$ cat src/rtl/udma_i2c_pad_filter_if.sv
// Pad-side inputs, filter config and conditioned outputs of udma_i2c_pad_filter.
// master = pad/config driver and consumer of outputs, slave = the filter.
interface udma_i2c_pad_filter_if #(
  parameter int CNT_W     = 4,
  parameter int TIMEOUT_W = 16
);
  logic                 scl_pad_i;
  logic                 sda_pad_i;
  logic [CNT_W-1:0]     cfg_filt_len_i;
  logic [TIMEOUT_W-1:0] cfg_timeout_i;
  logic                 scl_o;
  logic                 sda_o;
  logic                 scl_rise_o;
  logic                 scl_fall_o;
  logic                 start_o;
  logic                 stop_o;
  logic                 bus_busy_o;
  logic                 timeout_o;

  modport master (
    output scl_pad_i, sda_pad_i, cfg_filt_len_i, cfg_timeout_i,
    input  scl_o, sda_o, scl_rise_o, scl_fall_o, start_o, stop_o, bus_busy_o, timeout_o
  );

  modport slave (
    input  scl_pad_i, sda_pad_i, cfg_filt_len_i, cfg_timeout_i,
    output scl_o, sda_o, scl_rise_o, scl_fall_o, start_o, stop_o, bus_busy_o, timeout_o
  );
endinterface

$ cat src/rtl/udma_i2c_pad_filter.sv
// I2C pad conditioning: synchroniser + glitch filter per line, edge/START/STOP detect, bus-busy FSM.
// Optional SCL-low timeout enabled by defining I2C_PAD_FILTER_TIMEOUT_EN.

module udma_i2c_pad_filter_line #(
  parameter int SYNC_STAGES = 2,
  parameter int CNT_W       = 4
) (
  input  logic             clk_i,
  input  logic             rstn_i,
  input  logic             pad_i,
  input  logic [CNT_W-1:0] filt_len_i,
  output logic             lvl_o
);
  logic [SYNC_STAGES-1:0] sync_q;
  logic [CNT_W-1:0]       cnt_q;
  logic [CNT_W:0]         cnt_inc;
  logic [CNT_W:0]         len_eff;
  logic                   s_x;

  assign s_x     = sync_q[SYNC_STAGES-1];
  assign cnt_inc = {1'b0, cnt_q} + (CNT_W+1)'(1);
  // A length of 0 still needs one comparison cycle, so it behaves as 1.
  assign len_eff = (filt_len_i == '0) ? (CNT_W+1)'(1) : {1'b0, filt_len_i};

  always_ff @(posedge clk_i or negedge rstn_i) begin
    if (!rstn_i) begin
      sync_q <= '1;
      cnt_q  <= '0;
      lvl_o  <= 1'b1;
    end else begin
      sync_q <= {sync_q[SYNC_STAGES-2:0], pad_i};
      if (s_x == lvl_o) begin
        cnt_q <= '0;
      end else if (cnt_inc >= len_eff) begin
        lvl_o <= s_x;
        cnt_q <= '0;
      end else begin
        cnt_q <= cnt_inc[CNT_W-1:0];
      end
    end
  end
endmodule

module udma_i2c_pad_filter #(
  parameter int SYNC_STAGES = 2,
  parameter int CNT_W       = 4,
  parameter int TIMEOUT_W   = 16
) (
  input logic                  periph_clk_i,
  input logic                  rstn_i,
  udma_i2c_pad_filter_if.slave bus
);
  typedef enum logic {IDLE, BUSY} state_t;

  logic [1:0] pad_vec;
  logic [1:0] lvl_vec;
  logic       scl, sda;
  logic       scl_q, sda_q;
  logic       start_det, stop_det, to_hit;
  logic       rise_q, fall_q, start_q, stop_q, busy_q, to_q;
  state_t     state_q;

  assign pad_vec = {bus.sda_pad_i, bus.scl_pad_i};

  for (genvar i = 0; i < 2; i++) begin : g_line
    udma_i2c_pad_filter_line #(
      .SYNC_STAGES(SYNC_STAGES),
      .CNT_W      (CNT_W)
    ) u_line (
      .clk_i     (periph_clk_i),
      .rstn_i    (rstn_i),
      .pad_i     (pad_vec[i]),
      .filt_len_i(bus.cfg_filt_len_i),
      .lvl_o     (lvl_vec[i])
    );
  end

  assign scl = lvl_vec[0];
  assign sda = lvl_vec[1];

  // SCL must be high on both sides of the SDA edge, so a joint SCL/SDA change never qualifies.
  assign start_det = scl & scl_q & sda_q & ~sda;
  assign stop_det  = scl & scl_q & ~sda_q & sda;

`ifdef I2C_PAD_FILTER_TIMEOUT_EN
  logic [TIMEOUT_W-1:0] tcnt_q;
  logic [TIMEOUT_W-1:0] tcnt_inc;

  assign tcnt_inc = tcnt_q + TIMEOUT_W'(1);
  assign to_hit   = (state_q == BUSY) && !scl && (bus.cfg_timeout_i != '0) &&
                    (tcnt_q != '1) && (tcnt_inc == bus.cfg_timeout_i);

  always_ff @(posedge periph_clk_i or negedge rstn_i) begin
    if (!rstn_i) begin
      tcnt_q <= '0;
    end else if ((state_q != BUSY) || scl || to_hit) begin
      tcnt_q <= '0;
    end else if (tcnt_q != '1) begin
      tcnt_q <= tcnt_inc;
    end
  end
`else
  logic [TIMEOUT_W-1:0] unused_cfg_timeout;
  assign unused_cfg_timeout = bus.cfg_timeout_i;
  assign to_hit             = 1'b0;
`endif

  always_ff @(posedge periph_clk_i or negedge rstn_i) begin
    if (!rstn_i) begin
      state_q <= IDLE;
      scl_q   <= 1'b1;
      sda_q   <= 1'b1;
      rise_q  <= 1'b0;
      fall_q  <= 1'b0;
      start_q <= 1'b0;
      stop_q  <= 1'b0;
      busy_q  <= 1'b0;
      to_q    <= 1'b0;
    end else begin
      scl_q   <= scl;
      sda_q   <= sda;
      rise_q  <= scl & ~scl_q;
      fall_q  <= ~scl & scl_q;
      start_q <= start_det;
      stop_q  <= stop_det;
      to_q    <= to_hit;
      case (state_q)
        IDLE: if (start_det) begin
          state_q <= BUSY;
          busy_q  <= 1'b1;
        end
        BUSY: if (to_hit || stop_det) begin
          state_q <= IDLE;
          busy_q  <= 1'b0;
        end
        default: begin
          state_q <= IDLE;
          busy_q  <= 1'b0;
        end
      endcase
    end
  end

  assign bus.scl_o      = scl;
  assign bus.sda_o      = sda;
  assign bus.scl_rise_o = rise_q;
  assign bus.scl_fall_o = fall_q;
  assign bus.start_o    = start_q;
  assign bus.stop_o     = stop_q;
  assign bus.bus_busy_o = busy_q;
  assign bus.timeout_o  = to_q;
endmodule
$ cat src/flat_wrapper.sv
// flat-port wrapper written by rule: the top's interface ports become plain ports
module udma_i2c_pad_filter_flat 
#(
  parameter int SYNC_STAGES = 2,
  parameter int CNT_W       = 4,
  parameter int TIMEOUT_W   = 16
)
  (periph_clk_i, rstn_i, bus_scl_pad_i, bus_sda_pad_i, bus_cfg_filt_len_i, bus_cfg_timeout_i, bus_scl_o, bus_sda_o, bus_scl_rise_o, bus_scl_fall_o, bus_start_o, bus_stop_o, bus_bus_busy_o, bus_timeout_o);
  udma_i2c_pad_filter_if #(.CNT_W(CNT_W), .TIMEOUT_W(TIMEOUT_W)) bus_i ();
  input logic periph_clk_i;
  input logic rstn_i;
  input wire logic [$bits(bus_i.scl_pad_i)-1:0] bus_scl_pad_i;
  input wire logic [$bits(bus_i.sda_pad_i)-1:0] bus_sda_pad_i;
  input wire logic [$bits(bus_i.cfg_filt_len_i)-1:0] bus_cfg_filt_len_i;
  input wire logic [$bits(bus_i.cfg_timeout_i)-1:0] bus_cfg_timeout_i;
  output wire logic [$bits(bus_i.scl_o)-1:0] bus_scl_o;
  output wire logic [$bits(bus_i.sda_o)-1:0] bus_sda_o;
  output wire logic [$bits(bus_i.scl_rise_o)-1:0] bus_scl_rise_o;
  output wire logic [$bits(bus_i.scl_fall_o)-1:0] bus_scl_fall_o;
  output wire logic [$bits(bus_i.start_o)-1:0] bus_start_o;
  output wire logic [$bits(bus_i.stop_o)-1:0] bus_stop_o;
  output wire logic [$bits(bus_i.bus_busy_o)-1:0] bus_bus_busy_o;
  output wire logic [$bits(bus_i.timeout_o)-1:0] bus_timeout_o;
  assign bus_i.scl_pad_i = bus_scl_pad_i;
  assign bus_i.sda_pad_i = bus_sda_pad_i;
  assign bus_i.cfg_filt_len_i = bus_cfg_filt_len_i;
  assign bus_i.cfg_timeout_i = bus_cfg_timeout_i;
  assign bus_scl_o = bus_i.scl_o;
  assign bus_sda_o = bus_i.sda_o;
  assign bus_scl_rise_o = bus_i.scl_rise_o;
  assign bus_scl_fall_o = bus_i.scl_fall_o;
  assign bus_start_o = bus_i.start_o;
  assign bus_stop_o = bus_i.stop_o;
  assign bus_bus_busy_o = bus_i.bus_busy_o;
  assign bus_timeout_o = bus_i.timeout_o;
  udma_i2c_pad_filter #(.SYNC_STAGES(SYNC_STAGES), .CNT_W(CNT_W), .TIMEOUT_W(TIMEOUT_W)) u_core (.periph_clk_i(periph_clk_i), .rstn_i(rstn_i), .bus(bus_i));
endmodule
$ cat config.mk
export PLATFORM = sky130hd
export DESIGN_NAME = udma_i2c_pad_filter_flat
export DESIGN_NICKNAME = d
export VERILOG_FILES = /design/src/rtl/udma_i2c_pad_filter_if.sv /design/src/rtl/udma_i2c_pad_filter.sv /design/src/flat_wrapper.sv
export SDC_FILE = /design/constraint.sdc
export NUM_CORES = 1
export LEC_CHECK = 0
export BUFFER_PORTS_ARGS = -buffer_cell sky130_fd_sc_hd__buf_2
export CAP_MARGIN = 20
export CORE_MARGIN = 4
export CORE_UTILIZATION = 25
export CTS_BUF_LIST = sky130_fd_sc_hd__clkbuf_8
export CTS_CLUSTER_SIZE = 16
export DETAILED_ROUTE_END_ITERATION = 16
export SETUP_SLACK_MARGIN = 0.05
export SLEW_MARGIN = 15
export SYNTH_ARGS = -nofsm -noshare
export SYNTH_HDL_FRONTEND = slang
export SYNTH_SLANG_ARGS = --single-unit
$ cat constraint.sdc
create_clock -name periph_clk_i -period 2.3 [get_ports periph_clk_i]
set_input_delay 0 -clock periph_clk_i [delete_from_list [all_inputs] [get_ports periph_clk_i]]
set_output_delay 0 -clock periph_clk_i [all_outputs]
set_load 0.01 [all_outputs]
[Word level (Yosys, flattened, before mapping)]
Cells that the tools add are included.
Storage, ports and cells
  register bits: 22
  output and inout port bits: 8
  logic and storage cells: 51
Operators by class
  add/subtract/negate cells: 2
  magnitude comparators: 2
  eq/ne operators: 4
  muxes and demuxes: 11
  bitwise gates (word level): 14
  reduce and logical (&&, ||, !) cells: 4
Operators with widths (number)
  $mux 4: 5
  $add 4x1->5 const B: 2
  $and 1x1->1: 7
  $not 1->1: 7
  $reduce_and 2->1: 3
  $ge 5x4->1: 1
  $ge 5x5->1: 1
  $logic_not 4->1: 1
  $mux 1: 4
  $ne 2x1->1 const B: 2
  $pmux 1 s2: 2
  $eq 1x1->1: 2

[Logic depth before layout (Yosys ltp)]
Gate-level depths: netlist of run 1.
  word-level depth: 5
  mapped depth: 7

[Modules after synthesis]
A second synthesis of run 1 with hierarchy kept.
Unflattened totals
  cells, all modules: 90
  area, all modules: 1041.0 µm²
Modules (own cells, without submodules)
  udma_i2c_pad_filter_line: times used 2, cells each 33, area an instance 372.9 µm², seq. area each 178.9 µm²
  udma_i2c_pad_filter: times used 1, cells each 24, area an instance 295.3 µm², seq. area each 202.7 µm²

[Worst setup path after synthesis of run 1]
Ideal clock, no wire load.
  path kind: reg2reg
  from: register u_core.g_line[1].u_line.cnt_q[0]
  to: register u_core.g_line[1].u_line.lvl_o
  arrival: 1.850 ns
  slack: 0.367 ns
  stages on the path, launching flop included: 8
  clock period less this slack: 1.933 ns
  cells stage by stage: dfrtp_1 > ha_1 > xor2_1 > ha_1 > a21o_1 > a31oi_2 > o211ai_2 > mux2_4
Between the ends
  word-level cells in the longest chain between the ends: 3
Ends and longest elaborated chain
  start, declared: RTL line udma_i2c_pad_filter.sv:15  | logic [CNT_W-1:0] cnt_q;
  start signal, assigned: RTL line udma_i2c_pad_filter.sv:38  | cnt_q <= cnt_inc[CNT_W-1:0];
  $add 4x1->5: RTL line udma_i2c_pad_filter.sv:21  | assign cnt_inc = {1'b0, cnt_q} + (CNT_W+1)'(1);
  $ge 5x5->1: RTL line udma_i2c_pad_filter.sv:34  | end else if (cnt_inc >= len_eff) begin
  $reduce_and 2->1 (no source line)
  end signal, assigned: RTL line udma_i2c_pad_filter.sv:29  | lvl_o <= 1'b1;
  end signal, assigned: RTL line udma_i2c_pad_filter.sv:35  | lvl_o <= s_x;
  end, declared: RTL line udma_i2c_pad_filter.sv:12  | output logic lvl_o
Every way passes these cells.
A chain may end at the register's enable or synchronous reset.

[Final worst setup path of run 1]
  from: register u_core.g_line[0].u_line.cnt_q[0]
  to: register u_core.g_line[0].u_line.lvl_o
Between the ends
  word-level cells in the longest chain between the ends: 3
Ends and longest elaborated chain (RTL line)
  start, declared: udma_i2c_pad_filter.sv:15
  start signal, assigned: udma_i2c_pad_filter.sv:38
  $add 4x1->5: udma_i2c_pad_filter.sv:21
  $ge 5x4->1: udma_i2c_pad_filter.sv:34
  $reduce_and 2->1 (no source line)
  end signal, assigned: udma_i2c_pad_filter.sv:29
  end signal, assigned: udma_i2c_pad_filter.sv:35
  end, declared: udma_i2c_pad_filter.sv:12
Every way passes these cells.

==> results.yml, run 1 <==
run_status:
  status: "complete, no violations"
clocking:
  postCtsHoldBufs: 3
  clk_latency_ns: 0.26
  root_buffer: "clkbuf_8"
  cts_buffers: 3
  cts_max_path_buffers: 2
  clkSinkCount: 22
  cts_setup_buffers: 0
  cts_max_level: 1
  cts_resized: 0
  cts_tree: "done"
  clk_pin_slew_worst_paths_ns: 0.08
place:
  place_congestion: 0.733
  place_area_mm2: 0.00123
  io_buffers: 14
  pre_cts_slack_ns: 0.232
  dpl.hpwl_um: 1490
critical_path:
  reg2reg_to: "u_core.g_line[0].u_line.lvl_o"
  critPathMaxStageDelay_ns: 0.44
  ff2ff_setup_slack_ns: 0.23
  start_kind: "flip-flop"
  critPathMaxFanout: 5
  rr_startpoint: "u_core.g_line[0].u_line.cnt_q[0]"
  cp_common_cell: "ha_1"
  worst-setup-path-type: "reg2reg"
  cpMaxStageDelayCell: "dfrtp_1"
  critPathArrivalTime_ns: 2.27
  r2r_cells: 7
  crit_chain: "ha_1, xor2_1, ha_1, a21o_1, a31oi_2, o211ai_2, mux2_4"
  end_kind: "flip-flop"
  required_ns: 2.50
global_route:
  grt_pass1_wl_um: 3390
  antenna_found_initial: 0
  gr-total-overflow: 0
  grt_pass1_vias: 780
  gr-usage-all-layers_pct: 8.07
  grt_start_max_net_pins: 23
routing:
  routed_wl_um: 1870
  drtIter0Drc: 22
  wire_per_inst_um: 11.4
  dr.pass1.iters: 2
  drcViolationCount: 0
  drtAntennaViolNets: 0
  via_count: 722
  viasPerCell: 4.40
yosys:
  ys_top_cells_by_area: "dfrtp_1 (32%), dfstp_2 (19%), ha_1 (9.1%)"
  async_flop_share_pct: 100
  synth_nets: 126
  synth_area_mm2: 0.00110
  ys_seq_area_share_pct: 50.7
  ys_ff_latch: 22
  synth_top_area_cell: "dfrtp_1"
  yosys-top-cells-count: "dfrtp_1 (14), dfstp_2 (8), ha_1 (8), nor2_1 (8)"
  yosysMostFrequentCell: "dfrtp_1"
  syn_area_per_cell_um2: 11.8
  syn_inst: 94
  ys_types: 29
  synth_top_cell_area_share_pct: 31.7
  synthFlopType: "dfrtp_1"
  yosysWarnings: 0
  synth_edf_count: 0
layout:
  drive_gt1_share_pct: 30.7
  multi_input_area_um2: 518
  area.growth.synth_to_final_pct: 20.5
  design_area_mm2: 0.00133
  nNetsFinal: 147
  fillCellCount: 442
  regArea_um2: 561
  antennaDiodeCount: 0
job:
  cap_violations: 0
timing:
  hold_ws_ns: 0.214
  fin_skew_ns: 0.0107
  layout_min_cycle_time_ns: 2.07
  final-hold-violation-count: 0
  fmax_mhz: 483
  fin_crit_sh_pct: 90.0
  finalSetupViolations: 0
  setup_slack_ns: 0.229
  rsz0062_at_grt: "false"
  fin_tns_setup_ns: 0
  drv_slew: 0
power:
  vdd_drop_max_mv: 0.563
  p_leak_nw: 0.667
  pwr_density_cell_mw_per_mm2: 1110
floorplanning:
  num_rows: 23
  die_area_mm2: 0.00555
  die_w_um: 74.5
  start_util_pct: 26.7
  core-area_mm2: 0.00414
  fp.dieH_um: 74.5
  ioPinCount: 32
hold_path:
  hp-class: "in2async"
[registers in the layout, summed over array words and instances (netlist names)]
register	flops
u_core.bus.stop_o	1
u_core.bus.start_o	1
u_core.sda_q	1
u_core.scl_q	1
u_core.bus.scl_rise_o	1
u_core.g_line.u_line.lvl_o	2
u_core.bus.bus_busy_o	1
u_core.g_line.u_line.cnt_q	8
u_core.g_line.u_line.sync_q	4
u_core.state_q	1
u_core.bus.scl_fall_o	1
[power by group]
part           total, W  switching, W  internal [W]
logic          0.000486      0.000244      0.000242
clock network  0.000353      0.000120      0.000232
registers      0.000636      0.000103      0.000533
total           0.00148      0.000467       0.00101
[worst max path at each step]
| stage | startpoint | end | slack, ns | depth (start not counted) |
|---|---|---|---|---|
| detailed placement | u_core.g_line[1].u_line.cnt_q[0] | u_core.g_line[1].u_line.lvl_o | 0.23 | 7 |
| global route | u_core.g_line[0].u_line.cnt_q[0] | u_core.g_line[0].u_line.lvl_o | 0.06 | 7 |
| finish | u_core.g_line[0].u_line.cnt_q[0] | u_core.g_line[0].u_line.lvl_o | 0.23 | 7 |
| CTS | u_core.g_line[0].u_line.cnt_q[0] | u_core.g_line[0].u_line.lvl_o | 0.21 | 7 |
| global placement | u_core.g_line[1].u_line.cnt_q[0] | u_core.g_line[1].u_line.lvl_o | 0.27 | 7 |
| floorplan | u_core.g_line[1].u_line.cnt_q[0] | u_core.g_line[1].u_line.lvl_o | 0.37 | 7 |
[layer usage]
metal	vias to the layer above	GRT usage (%)	part of all wire, %
met5	-	0	0
li1	362	-	-
met3	2	2.84	3.0
met4	0	2.37	0.54
met1	351	7.81	39
met2	7	15.8	58
[layout by cell type (no fill, tap or decap), types with 3 or more instances in the layout]
cell type	n
dfstp_2	8
nand2b_1	4
clkbuf_8	3
ha_1	8
nor2_1	8
inv_1	5
dlygate4sd3_1	3
nor2b_1	4
buf_2	14
dfrtp_1	14
xor2_1	4
nand3_1	4
nand2_1	5
[metrics by stage]
step	instances	total power, W	util, %
after floorplan	94	0.000979	-
after CTS	164	0.00150	32.1
after global routing	164	0.00161	32.1
final	164	0.00148	32.1
after global placement	157	0.00110	29.7
after detailed placement	157	0.00114	29.7
[critical path, delay by kind of cell, from the launching register on]
kind	cells	cell delay, ns
DFF	1	0.44
adders and majority gates	2	0.54
AOI/OAI and AO/OA	3	0.53
muxes	1	0.30
xor gates and xnor gates	1	0.20
[layout make-up]
class	instances	area share, %
clock buffers	3	3.10
well taps	50	4.70
multi-input cells	66	38.9
repair buffers	17	7.52
inverters	5	1.41
clock inverters	1	2.26
flip-flops and latches	22	42.1
[kinds of logic after synthesis]
logic type / count (synthesis) / share of synthesized area, %
adder cells (fa/ha/maj): 8 / 9.06
XOR/XNOR: 6 / 4.76
flip-flops: 22 / 50.7
AND/OR/NAND/NOR: 35 / 18.2
other: 1 / 0.339
multiplexers: 4 / 4.53
AO/OA/AOI/OAI: 12 / 9.96
buffers and inverters: 6 / 2.38
Power figures use the tool's default switching activity.
==> inputs of run 2 (changes only) <==
Settings changed: RECOVER_POWER from default to 25.
==> results.yml, run 2 (same netlist as run 1, synthesis figures left out) <==
run_status:
  status: "complete, no violations"
layout:
  area.growth.synth_to_final_pct: 20.4
  largest_registers: "u_core.g_line.u_line.cnt_q x8, u_core.g_line.u_line.sync_q x4, u_core.g_line.u_line.lvl_o x2"
  design_area_mm2: 0.00133
  antennaDiodeCount: 0
  drive_gt1_share_pct: 29.8
  largest_reg_flops: 8
  final_cell_mix: "dfrtp_1 (14), buf_2 (13), nor2_1 (8), ha_1 (8), dfstp_2 (8)"
  fillCellCount: 443
  nNetsFinal: 147
  layout_commonest_cell: "dfrtp_1"
  top_register: "u_core.g_line.u_line.cnt_q"
critical_path:
  worst-setup-path-type: "reg2reg"
  required_ns: 2.50
  critPathArrivalTime_ns: 2.27
  cp_common_cell: "ha_1"
  start_kind: "flip-flop"
  critical-path-top-delay-family: "adder cells"
  critPathMaxStageDelay_ns: 0.44
  cpMaxStageDelayCell: "dfrtp_1"
  end_kind: "flip-flop"
  critPathMaxFanout: 5
  crit_chain: "ha_1, xor2_1, ha_1, a21o_1, a31oi_2, o211ai_2, mux2_4"
  cp.buffers_inverters: 0
routing:
  routed_wl_um: 1870
  via_count: 721
  wire_per_inst_um: 11.4
  drtAntennaViolNets: 0
  dr.pass1.iters: 2
  drcViolationCount: 0
  drtIter0Drc: 22
  viasPerCell: 4.40
timing:
  layout_min_cycle_time_ns: 2.07
  fin_skew_ns: 0.0107
  fmax_mhz: 483
  final-hold-violation-count: 0
  worst_pin_slew_ns: 1.12
  fin_crit_sh_pct: 90.0
  finalSetupViolations: 0
  fin_tns_setup_ns: 0
  drv_slew: 0
  rsz0062_at_grt: "false"
  slew_headroom_pct: 25.5
clocking:
  cts_setup_buffers: 0
  cts_buffers: 3
  cts_max_path_buffers: 2
  clk_latency_ns: 0.26
  cts_max_level: 1
  clk_pin_slew_worst_paths_ns: 0.08
  cts_tree: "done"
  root_buffer: "clkbuf_8"
  clkSinkCount: 22
job:
  cap_violations: 0
place:
  dpl.hpwl_um: 1490
  io_buffers: 14
  place_area_mm2: 0.00123
  place_congestion: 0.733
floorplanning:
  num_rows: 23
  fp.dieH_um: 74.5
  start_util_pct: 26.7
  die_w_um: 74.5
  ioPinCount: 32
  die_area_mm2: 0.00555
  core-area_mm2: 0.00414
power:
  vdd_drop_max_mv: 0.563
  pwr_density_cell_mw_per_mm2: 1110
  p_leak_nw: 0.664
global_route:
  gr-total-overflow: 0
  grt_pass1_wl_um: 3390
  grt_start_max_net_pins: 23
  antenna_found_initial: 0
  gr-usage-all-layers_pct: 8.07
  grt_pass1_vias: 780
hold_path:
  hp-class: "in2reg"
## run 2: cell types whose count changed in the layout (fill, tap and decap cells not counted), sizes merged
| cell | change |
|---|---|
| buf | -1 |
| clkbuf | +1 |
## run 2: worst reg2reg max path, delay by kind of cell (launching register included)
family | cells | cell delay [ns]
AO/OA/AOI/OAI | 3 | 0.53
XOR/XNOR | 1 | 0.20
multiplexers | 1 | 0.30
flip-flops | 1 | 0.44
adder cells (fa/ha/maj) | 2 | 0.54
## run 2: power by group
part | leakage (nW) | total, W | switching, W | internal [W]
logic | 0.363 | 0.000486 | 0.000244 | 0.000242
registers | 0.266 | 0.000636 | 0.000103 | 0.000533
clock network | 0.0357 | 0.000353 | 0.000120 | 0.000232
total | 0.664 | 0.00147 | 0.000467 | 0.00101
## run 2: repair_timing
action | 4_1_cts | 5_1_grt
hold endpoints to repair | 16 | 0
resized for setup | 0 | 0
hold buffers | 3 | 0
## run 2: area by class of cell
cell class / instances / area [um^2] / share of cell area (%)
sequential: 22 / 561 / 42.1
multi-input combinational: 66 / 518 / 38.9
timing repair buffer: 17 / 98.8 / 7.43
tap: 50 / 62.6 / 4.70
clock buffer: 3 / 41.3 / 3.10
clock inverter: 1 / 30.0 / 2.26
inverter: 5 / 18.8 / 1.41
## run 2: worst paths after layout
kind / from / slack (ns) / end / depth (start not counted)
max in group asynchronous: rstn_i / 1.16 / u_core.g_line[1].u_line.cnt_q[1] / 2
worst min register to register: u_core.g_line[0].u_line.sync_q[0] / 0.34 / u_core.g_line[0].u_line.sync_q[1] / 0
min in group asynchronous: rstn_i / 0.46 / u_core.bus.scl_rise_o / 2
worst max-delay path: u_core.g_line[0].u_line.cnt_q[0] / 0.23 / u_core.g_line[0].u_line.lvl_o / 7
worst max register to register: u_core.g_line[0].u_line.cnt_q[0] / 0.23 / u_core.g_line[0].u_line.lvl_o / 7
worst min-delay path: bus_cfg_filt_len_i[1] / 0.28 / u_core.g_line[1].u_line.cnt_q[3] / 6
## run 2: metal layers
layer / wire [um] / GRT usage [%]
met1: 722 / 7.81
met5: 0 / 0
met2: 1080 / 15.8
met3: 57 / 2.84
met4: 10 / 2.37
## run 2: metrics by stage
step / util, % / cells / power (W) / hold slack [ns] / setup WS, ns
after global placement: 29.7 / 157 / 0.00110 / -0.0247 / 0.265
after global routing: 32.1 / 164 / 0.00161 / 0.328 / 0.0649
after detailed placement: 29.7 / 157 / 0.00114 / -0.0220 / 0.232
final: 32.1 / 164 / 0.00147 / 0.282 / 0.229
after CTS: 32.1 / 164 / 0.00150 / 0.240 / 0.213
after floorplan: - / 94 / 0.000979 / -0.296 / 0.367
==> inputs of run 3 (changes only) <==
Settings changed: CORE_ASPECT_RATIO from default to 2.
Clock period 2.3 ns to 2.4 ns, I/O delays scaled along.
==> results.yml, run 3 (same netlist as run 1, synthesis figures left out) <==
run_status:
  status: "complete, no violations"
critical_path:
  cp_common_cell: "ha_1"
  start_kind: "flip-flop"
  critPathMaxStageDelay_ns: 0.44
  end_kind: "flip-flop"
  worst-setup-path-type: "reg2reg"
  required_ns: 2.59
  r2r_cells: 7
  cpMaxStageDelayCell: "dfrtp_1"
  critPathMaxFanout: 5
  reg2reg_to: "u_core.g_line[0].u_line.lvl_o"
  ff2ff_setup_slack_ns: 0.30
  rr_startpoint: "u_core.g_line[0].u_line.cnt_q[0]"
  crit_chain: "ha_1, xor2_1, ha_1, a21o_1, a31oi_2, o211ai_2, mux2_4"
  critPathArrivalTime_ns: 2.29
hold_path:
  hold_start: "bus_cfg_filt_len_i[3]"
  hp-class: "in2reg"
  whs_path_depth: 4
  whs_endpoint: "u_core.g_line[1].u_line.cnt_q[3]"
place:
  dpl.hpwl_um: 1630
  place_congestion: 0.744
  io_buffers: 14
  pre_cts_slack_ns: 0.313
timing:
  rsz0062_at_grt: "false"
  worst_pin_slew_ns: 1.15
  layout_min_cycle_time_ns: 2.10
  fin_tns_setup_ns: 0
  fmax_mhz: 476
  fin_skew_ns: 0.00557
  drv_slew: 0
  fin_crit_sh_pct: 87.6
  final-hold-violation-count: 0
  setup_slack_ns: 0.298
  slew_headroom_pct: 23.1
  finalSetupViolations: 0
power:
  p_leak_nw: 0.664
  pwr_density_cell_mw_per_mm2: 1070
  vdd_drop_max_mv: 0.412
clocking:
  cts_tree: "done"
  root_buffer: "clkbuf_8"
  clkSinkCount: 22
  cts_max_path_buffers: 2
  cts_max_level: 1
  postCtsHoldBufs: 3
  clk_pin_slew_worst_paths_ns: 0.08
  cts_buffers: 3
  cts_setup_buffers: 0
  cts_resized: 0
  clk_latency_ns: 0.26
layout:
  final_cell_mix: "dfrtp_1 (14), buf_2 (13), nor2_1 (8), ha_1 (8), dfstp_2 (8)"
  top_register: "u_core.g_line.u_line.cnt_q"
  drive_gt1_share_pct: 29.8
  area.growth.synth_to_final_pct: 20.8
  nNetsFinal: 147
  largest_registers: "u_core.g_line.u_line.cnt_q x8, u_core.g_line.u_line.sync_q x4, u_core.g_line.u_line.lvl_o x2"
  antennaDiodeCount: 0
  layout_commonest_cell: "dfrtp_1"
  largest_reg_flops: 8
floorplanning:
  start_util_pct: 25.7
  fp.dieH_um: 102
  die_area_mm2: 0.00561
  core-area_mm2: 0.00430
  die_w_um: 55.0
  num_rows: 34
  ioPinCount: 32
routing:
  wire_per_inst_um: 11.9
  via_count: 738
  routed_wl_um: 2000
  viasPerCell: 4.39
  drtIter0Drc: 12
  drtAntennaViolNets: 0
  drcViolationCount: 0
  dr.pass1.iters: 4
global_route:
  grt_start_max_net_pins: 23
  antenna_found_initial: 0
  gr-usage-all-layers_pct: 8.64
  gr-total-overflow: 0
  grt_pass1_wl_um: 3520
  grt_pass1_vias: 821
job:
  cap_violations: 0
run 3: cell type report:
type | instances | area, um^2
fillers | 444 | 2960
flip-flops and latches | 22 | 561
multi-input cells | 66 | 518
repair buffers | 17 | 98.8
well taps | 54 | 67.6
clock buffers | 3 | 41.3
clock inverters | 1 | 30.0
inverters | 5 | 18.8
run 3: routing by layer:
layer	track usage, %	vias up	routed length (um)
met1	8.86	358	712
met4	5.24	0	23
met3	0.876	2	64
met2	15.7	10	1200
li1	-	368	-
met5	0	-	0
run 3: worst max-delay path by stage:
stage	from	to	slack, ns	cells past startpoint
6_report	u_core.g_line[0].u_line.cnt_q[0]	u_core.g_line[0].u_line.lvl_o	0.30	7
5_1_grt	u_core.g_line[0].u_line.cnt_q[0]	u_core.g_line[0].u_line.lvl_o	0.21	7
4_1_cts	u_core.g_line[0].u_line.cnt_q[0]	u_core.g_line[0].u_line.lvl_o	0.29	7
3_5_place_dp	u_core.g_line[0].u_line.cnt_q[0]	u_core.g_line[0].u_line.lvl_o	0.31	7
3_3_place_gp	u_core.g_line[1].u_line.cnt_q[0]	u_core.g_line[1].u_line.lvl_o	0.31	7
2_1_floorplan	u_core.g_line[1].u_line.cnt_q[0]	u_core.g_line[1].u_line.lvl_o	0.47	7
run 3: power by group:
| group | total [W] | switching [W] | internal, W |
|---|---|---|---|
| Combinational | 0.000480 | 0.000246 | 0.000234 |
| Sequential | 0.000606 | 0.0000952 | 0.000511 |
| Clock | 0.000341 | 0.000118 | 0.000223 |
| Total | 0.00143 | 0.000459 | 0.000967 |
run 3: worst max-delay path: cells and delay by family, from the launching register on:
family	cells	cell delay [ns]
AO/OA/AOI/OAI	3	0.54
XOR/XNOR	1	0.21
adder cells (fa/ha/maj)	2	0.54
flip-flops	1	0.44
multiplexers	1	0.30
run 3: per-stage QoR:
step | power (W) | utilization [%] | instance area, um^2 | cells | hold WS, ns
floorplan | 0.000939 | - | 1100 | 94 | -0.296
global placement | 0.00107 | 28.7 | 1230 | 161 | -0.0189
detailed placement | 0.00110 | 28.7 | 1230 | 161 | -0.00964
CTS | 0.00145 | 31.1 | 1340 | 168 | 0.239
global route | 0.00154 | 31.1 | 1340 | 168 | 0.346
finish | 0.00143 | 31.1 | 1340 | 168 | 0.307
